[config.mk]
export PLATFORM = sky130hd
export DESIGN_NAME = clock_mode_controller
export DESIGN_NICKNAME = d
export VERILOG_FILES = /design/src/rtl/clock_sim_pkg.sv /design/src/rtl/btn_edge_detect.sv /design/src/rtl/clock_mode_controller.sv
export SDC_FILE = /design/constraint.sdc
export NUM_CORES = 1
export LEC_CHECK = 0
export ABC_AREA = 1
export ABC_CLOCK_PERIOD_IN_PS = 2400
export BUFFER_PORTS_ARGS = -buffer_cell sky130_fd_sc_hd__clkbuf_2
export CAP_MARGIN = 20
export CORE_AREA = 2 2 39 41
export CTS_BUF_LIST = sky130_fd_sc_hd__clkbuf_8
export CTS_CLUSTER_SIZE = 20
export DETAILED_ROUTE_END_ITERATION = 12
export DIE_AREA = 0 0 41 43
export PLACE_DENSITY_LB_ADDON = 0.25
export SLEW_MARGIN = 10
export SYNTH_ARGS = -nofsm -noshare
export SYNTH_HDL_FRONTEND = slang
export SYNTH_SLANG_ARGS = --single-unit
[constraint.sdc]
create_clock -name clk -period 2.4 [get_ports clk]
set_input_delay 0.72 -clock clk [delete_from_list [all_inputs] [get_ports clk]]
set_output_delay 0.72 -clock clk [all_outputs]
set_load 0.02 [all_outputs]
[src/rtl/clock_sim_pkg.sv]
// -----------------------------------------------------------------------------
// clock_sim_pkg
// Shared definitions for the clock simulator: the mode state encoding, the
// mode bus width and the default per-digit blanking masks. Digit ordering is
// common to the counter, the display driver and the mode controller:
// bits [3:2] are the minute digits, bits [1:0] are the second digits.
// -----------------------------------------------------------------------------
package clock_sim_pkg;

  localparam int MODE_W   = 2;
  localparam int DIGITS_W = 4;

  typedef enum logic [MODE_W-1:0] {
    RUN     = 2'b00,
    PAUSE   = 2'b01,
    ADJ_MIN = 2'b10,
    ADJ_SEC = 2'b11
  } mode_e;

  // Default blanking patterns (1 = blank that digit)
  localparam logic [DIGITS_W-1:0] MIN_MASK_DEF   = 4'b1100;
  localparam logic [DIGITS_W-1:0] SEC_MASK_DEF   = 4'b0011;
  localparam logic [DIGITS_W-1:0] PAUSE_MASK_DEF = 4'b1111;

  // True for either of the two adjust states
  function automatic logic is_adj(input mode_e m);
    logic r;
    case (m)
      ADJ_MIN: r = 1'b1;
      ADJ_SEC: r = 1'b1;
      default: r = 1'b0;
    endcase
    return r;
  endfunction

endpackage

[src/rtl/btn_edge_detect.sv]
// -----------------------------------------------------------------------------
// btn_edge_detect
// Rising-edge detector for a debounced button level. The previous level is
// held in a register that resets to 1, so a button that is already held down
// while reset is released never produces a press. The press output is the
// combination of the live level and the registered history, which lets the
// consuming FSM act on the press at the very next clock edge.
//
// Ports:
//   clk    in  1  system clock
//   reset  in  1  synchronous active-high reset
//   btn    in  1  debounced button level
//   press  out 1  high for exactly one cycle per rising edge of btn
// -----------------------------------------------------------------------------
module btn_edge_detect (
  input  logic clk,
  input  logic reset,
  input  logic btn,
  output logic press
);

  logic hist_r;

  // Button history; loaded with 1 on reset to suppress a held-through press
  always_ff @(posedge clk) begin
    if (reset) begin
      hist_r <= 1'b1;
    end else begin
      hist_r <= btn;
    end
  end

  assign press = btn & ~hist_r;

endmodule

[src/rtl/clock_mode_controller.sv]
// -----------------------------------------------------------------------------
// clock_mode_controller
// Mode sequencer for the clock simulator. Converts the pause button and the
// adjust/select switches into a four-state mode (RUN, PAUSE, ADJ_MIN,
// ADJ_SEC), issues one-cycle count/increment strobes to the min/sec counter
// and a per-digit blanking mask to the seven-segment driver.
//
// Ports:
//   clk         in  1  system clock, rising edge
//   reset       in  1  synchronous active-high reset
//   tick_1hz    in  1  one-cycle 1 Hz enable
//   tick_2hz    in  1  one-cycle 2 Hz enable
//   tick_4hz    in  1  one-cycle 4 Hz enable (blink rate)
//   pause_btn   in  1  debounced pause button level
//   adjust      in  1  adjust switch (1 = adjust)
//   select      in  1  adjust target (1 = minutes, 0 = seconds)
//   count_en    out 1  advance time by one second
//   min_inc     out 1  increment minutes field
//   sec_inc     out 1  increment seconds field
//   blank_mask  out 4  per-digit blank request, 1 = blank
//   mode        out 2  current state
//   adj_hold    out 1  adjust increments suspended
//
// All outputs are registered. Strobes are decoded from the state held before
// the current edge, so a tick arriving together with a mode change is judged
// against the old mode.
// -----------------------------------------------------------------------------
module clock_mode_controller
  import clock_sim_pkg::*;
#(
  parameter logic [DIGITS_W-1:0] MIN_MASK   = MIN_MASK_DEF,
  parameter logic [DIGITS_W-1:0] SEC_MASK   = SEC_MASK_DEF,
  parameter logic [DIGITS_W-1:0] PAUSE_MASK = PAUSE_MASK_DEF
) (
  input  logic                clk,
  input  logic                reset,
  input  logic                tick_1hz,
  input  logic                tick_2hz,
  input  logic                tick_4hz,
  input  logic                pause_btn,
  input  logic                adjust,
  input  logic                select,
  output logic                count_en,
  output logic                min_inc,
  output logic                sec_inc,
  output logic [DIGITS_W-1:0] blank_mask,
  output logic [MODE_W-1:0]   mode,
  output logic                adj_hold
);

  mode_e               state_r;
  mode_e               state_nxt_s;
  logic                press_s;
  logic                adj_hold_r;
  logic                adj_hold_nxt_s;
  logic                phase_r;
  logic                phase_nxt_s;
  logic [DIGITS_W-1:0] blank_mask_r;
  logic [DIGITS_W-1:0] mask_nxt_s;
  logic                count_en_r;
  logic                min_inc_r;
  logic                sec_inc_r;
  logic                count_en_nxt_s;
  logic                min_inc_nxt_s;
  logic                sec_inc_nxt_s;

  btn_edge_detect u_pause_edge (
    .clk   (clk),
    .reset (reset),
    .btn   (pause_btn),
    .press (press_s)
  );

  // Next-state decode: adjust overrides everything, otherwise press toggles RUN/PAUSE
  always_comb begin
    state_nxt_s = state_r;
    if (adjust) begin
      if (select) begin
        state_nxt_s = ADJ_MIN;
      end else begin
        state_nxt_s = ADJ_SEC;
      end
    end else begin
      case (state_r)
        RUN: begin
          if (press_s) begin
            state_nxt_s = PAUSE;
          end else begin
            state_nxt_s = RUN;
          end
        end
        PAUSE: begin
          if (press_s) begin
            state_nxt_s = RUN;
          end else begin
            state_nxt_s = PAUSE;
          end
        end
        // Leaving adjust always resumes the clock, never into PAUSE
        ADJ_MIN: state_nxt_s = RUN;
        ADJ_SEC: state_nxt_s = RUN;
        default: state_nxt_s = RUN;
      endcase
    end
  end

  // Hold flag: toggled by a press only while staying inside the adjust states
  always_comb begin
    adj_hold_nxt_s = 1'b0;
    if (adjust && is_adj(state_r)) begin
      adj_hold_nxt_s = adj_hold_r ^ press_s;
    end else begin
      adj_hold_nxt_s = 1'b0;
    end
  end

  // Blink phase: restarts at 0 on every mode change, idles at 0 in RUN
  always_comb begin
    phase_nxt_s = 1'b0;
    if (state_nxt_s != state_r) begin
      phase_nxt_s = 1'b0;
    end else if (state_r == RUN) begin
      phase_nxt_s = 1'b0;
    end else if (tick_4hz) begin
      phase_nxt_s = ~phase_r;
    end else begin
      phase_nxt_s = phase_r;
    end
  end

  // Blank mask follows the updated phase and state in the same cycle
  always_comb begin
    mask_nxt_s = 4'b0000;
    if (phase_nxt_s) begin
      case (state_nxt_s)
        PAUSE:   mask_nxt_s = PAUSE_MASK;
        ADJ_MIN: mask_nxt_s = MIN_MASK;
        ADJ_SEC: mask_nxt_s = SEC_MASK;
        default: mask_nxt_s = 4'b0000;
      endcase
    end else begin
      mask_nxt_s = 4'b0000;
    end
  end

  // Strobe decode against the current (pre-update) state; mutually exclusive by state
  always_comb begin
    count_en_nxt_s = tick_1hz & (state_r == RUN);
    min_inc_nxt_s  = tick_2hz & (state_r == ADJ_MIN) & ~adj_hold_r;
    sec_inc_nxt_s  = tick_2hz & (state_r == ADJ_SEC) & ~adj_hold_r;
  end

  // State and output registers
  always_ff @(posedge clk) begin
    if (reset) begin
      state_r      <= RUN;
      adj_hold_r   <= 1'b0;
      phase_r      <= 1'b0;
      blank_mask_r <= 4'b0000;
      count_en_r   <= 1'b0;
      min_inc_r    <= 1'b0;
      sec_inc_r    <= 1'b0;
    end else begin
      state_r      <= state_nxt_s;
      adj_hold_r   <= adj_hold_nxt_s;
      phase_r      <= phase_nxt_s;
      blank_mask_r <= mask_nxt_s;
      count_en_r   <= count_en_nxt_s;
      min_inc_r    <= min_inc_nxt_s;
      sec_inc_r    <= sec_inc_nxt_s;
    end
  end

  assign mode       = state_r;
  assign adj_hold   = adj_hold_r;
  assign blank_mask = blank_mask_r;
  assign count_en   = count_en_r;
  assign min_inc    = min_inc_r;
  assign sec_inc    = sec_inc_r;

endmodule

==> reports/summary.txt <==
Outcome = finished, final reports clean
Peak supply drop = 0.304 mV
Fmax = 620 MHz
Chip height = 43 µm
Hold Fails Final Rpt = 0
Post-route ant nets = 0
FFs w/ async S/R, synth = 0%
Startpoint types = register
Synth Warn # = 0
#FFs+latches synth = 10
Worst path cell trace = clkbuf_2
Hold Path Class = reg2reg
Req. time, crit path = 1.68 ns
Largest cells by area after synthesis = dfxtp_1 50%, inv_1 7.5%, nand2_1 5.6%, nor2_1 5.6%, nand3_1 5.0%
Sequential area share after synthesis = 49.7%
DRC = 0
Max-cap violations = 0
Count leader, synth = dfxtp_1
Hold Crit Start = adj_hold
Number of global-route vias before repair = 318
Delay-heaviest family, CP = flip-flops
Setup Crit Path Kind = reg2out
CP max stage cell = dfxtp_1
Root Driver = clkbuf_8
Slowest cell delay on critical path = 0.44 ns
Finished Cell Area = 534 µm²
Final nets = 78
Post-DP HPWL = 578 µm
Layout cell share with drive strength beyond 1 = 34.3%
GRT Util Overall = 11.7%
Clock sinks = 10
Die width = 41 µm
Avg Cell Area, Syn = 8.22 µm²
Initial Util = 29.1%
Die footprint = 1760 µm²
TritonCTS buffer count = 3
Top_reg_cell synth = dfxtp_1
Worst EP arrival = 0.89 ns
Post-CTS Hold Fix Bufs = 0
Layout filler cell count = 159
PwrDens = 711 nW/µm²
Post-Syn Instances = 49
GP Congestion = 0.788
CP bufs+invs = 1
Fin util = 38.6%
Clk slew on worst S/H paths = 0.04 ns
Largest net degree at the start of global routing = 8
Non-filler cells, final = 83
Quantity of gates resized following cts = 0
Tot Pwr = 380 µW
Global route total overflow = 0
RSZ-0062 raised after global routing = no
Worst R2R Start = mode[1]
Port bufs = 17
Std cell rows = 14
Post-CTS setup buffers = 0
Final Skew = 0.00294 ns
Number of diodes = 0
Via density = 4.33
Area growth syn-to-layout = 32.6%
Syn nets = 58
Worst-skew pair later-pin latency = 0.23 ns
Min Tclk post-route = 1.61 ns
Dpl cells = 80
CTS tree = built
Worst Setup SP = mode[0]
Boundary Pins = 18
Yosys cell types = 18
Final wirelength = 731 µm
1st-pass router iterations = 4
Cell Area, Placed = 493 µm²
CORE AREA = 1380 µm²
Global-route wire length before repair = 1330 µm
Leading area contributor after synthesis = dfxtp_1
H-Tree Depth = 1
Max_slew headroom = 83.8%
Max Slew Vio Count = 0
Number of DRC markers in iteration 0 = 4
Clk buf depth = 2
Final setup viols = 0
Vias = 359
Critical path fanouts, max = 7
Mean routed wirelength per cell = 8.81 µm
Mapped Area = 403 µm²
Fin crit share = 67.2%
Number of synthesized flops with an enable pin = 0
Fin Setup TNS = 0 ns
Actual slew at the worst max-slew pin = 0.242 ns
Share of the synthesized area in the top cell type = 49.7%
Top cells by count, synth = 10 x dfxtp_1, 8 x inv_1, 6 x nand2_1, 6 x nor2_1, 4 x nand3_1
Reported leakage power = 0.000283 µW
Initial antenna violation count = 0
Crit end category = primary output
[metal layers]
layer	track usage, %	up-vias	share of wire [%]
met5	0	-	0
met4	12.0	0	4.2
li1	-	188	-
met2	12.8	13	42
met1	16.3	154	47
met3	3.66	4	6.6
[through the flow]
stage / setup slack, ns / hold slack, ns
detailed placement: 0.614 / 0.469
CTS: 0.778 / 0.485
finish: 0.787 / 0.482
floorplan: 0.795 / 0.512
global route: 0.743 / 0.513
global placement: 0.636 / 0.462
[final cells by class]
| class | instances | area (µm²) | share of cell area [%] |
|---|---|---|---|
| timing repair buffer | 17 | 85.1 | 15.9 |
| multi-input combinational | 28 | 154 | 28.8 |
| tap | 16 | 20.0 | 3.75 |
| inverter | 9 | 33.8 | 6.32 |
| clock buffer | 3 | 41.3 | 7.73 |
| sequential | 10 | 200 | 37.5 |
[sequential cells by signal, indices dropped and copies added, names as in the netlist]
register             count
blank_mask               2
phase_r                  1
adj_hold                 1
sec_inc                  1
count_en                 1
min_inc                  1
u_pause_edge.hist_r      1
mode                     2
[final timing paths]
kind,endpoint,slack (ns),cells past startpoint
worst max-delay path,mode[0],0.79,1
worst min-delay path,adj_hold,0.48,2
worst max register to register,blank_mask[2],1.08,5
worst min register to register,adj_hold,0.48,2
[power by group]
part | internal, µW | total, µW | switching (µW)
logic | 14.4 | 37.1 | 22.7
registers | 172 | 176 | 4.07
clock network | 109 | 167 | 57.8
total | 295 | 380 | 84.6
[kinds of logic (layout without fill, tap and decap cells)]
kind of cell	count (synthesis)	count (layout)	share of synthesized area, %
simple gates	22	22	27.3
buf+inv	11	29	12.1
flops	10	10	49.7
compound gates	4	4	5.59
fa+ha+maj	1	1	3.11
xor+xnor	1	1	2.17
[worst reg2reg max path: stages, from the launching register on]
cell	delay (ns)
dfxtp_1	0.40
ha_1	0.26
or2_0	0.21
nor3_2	0.21
nand3_2	0.11
nor2_2	0.08
[cells in the final DEF, fill, tap and decap left out, drive strengths merged, types with 2 or more instances in the layout]
cell type / netlist / final
clkbuf: 0 / 20
dfxtp: 10 / 10
inv: 8 / 8
nor2: 7 / 7
nand2: 6 / 6
nand3: 5 / 5
a21oi: 2 / 2
or2: 2 / 2
Note: power is estimated with default switching activity, not from simulation.
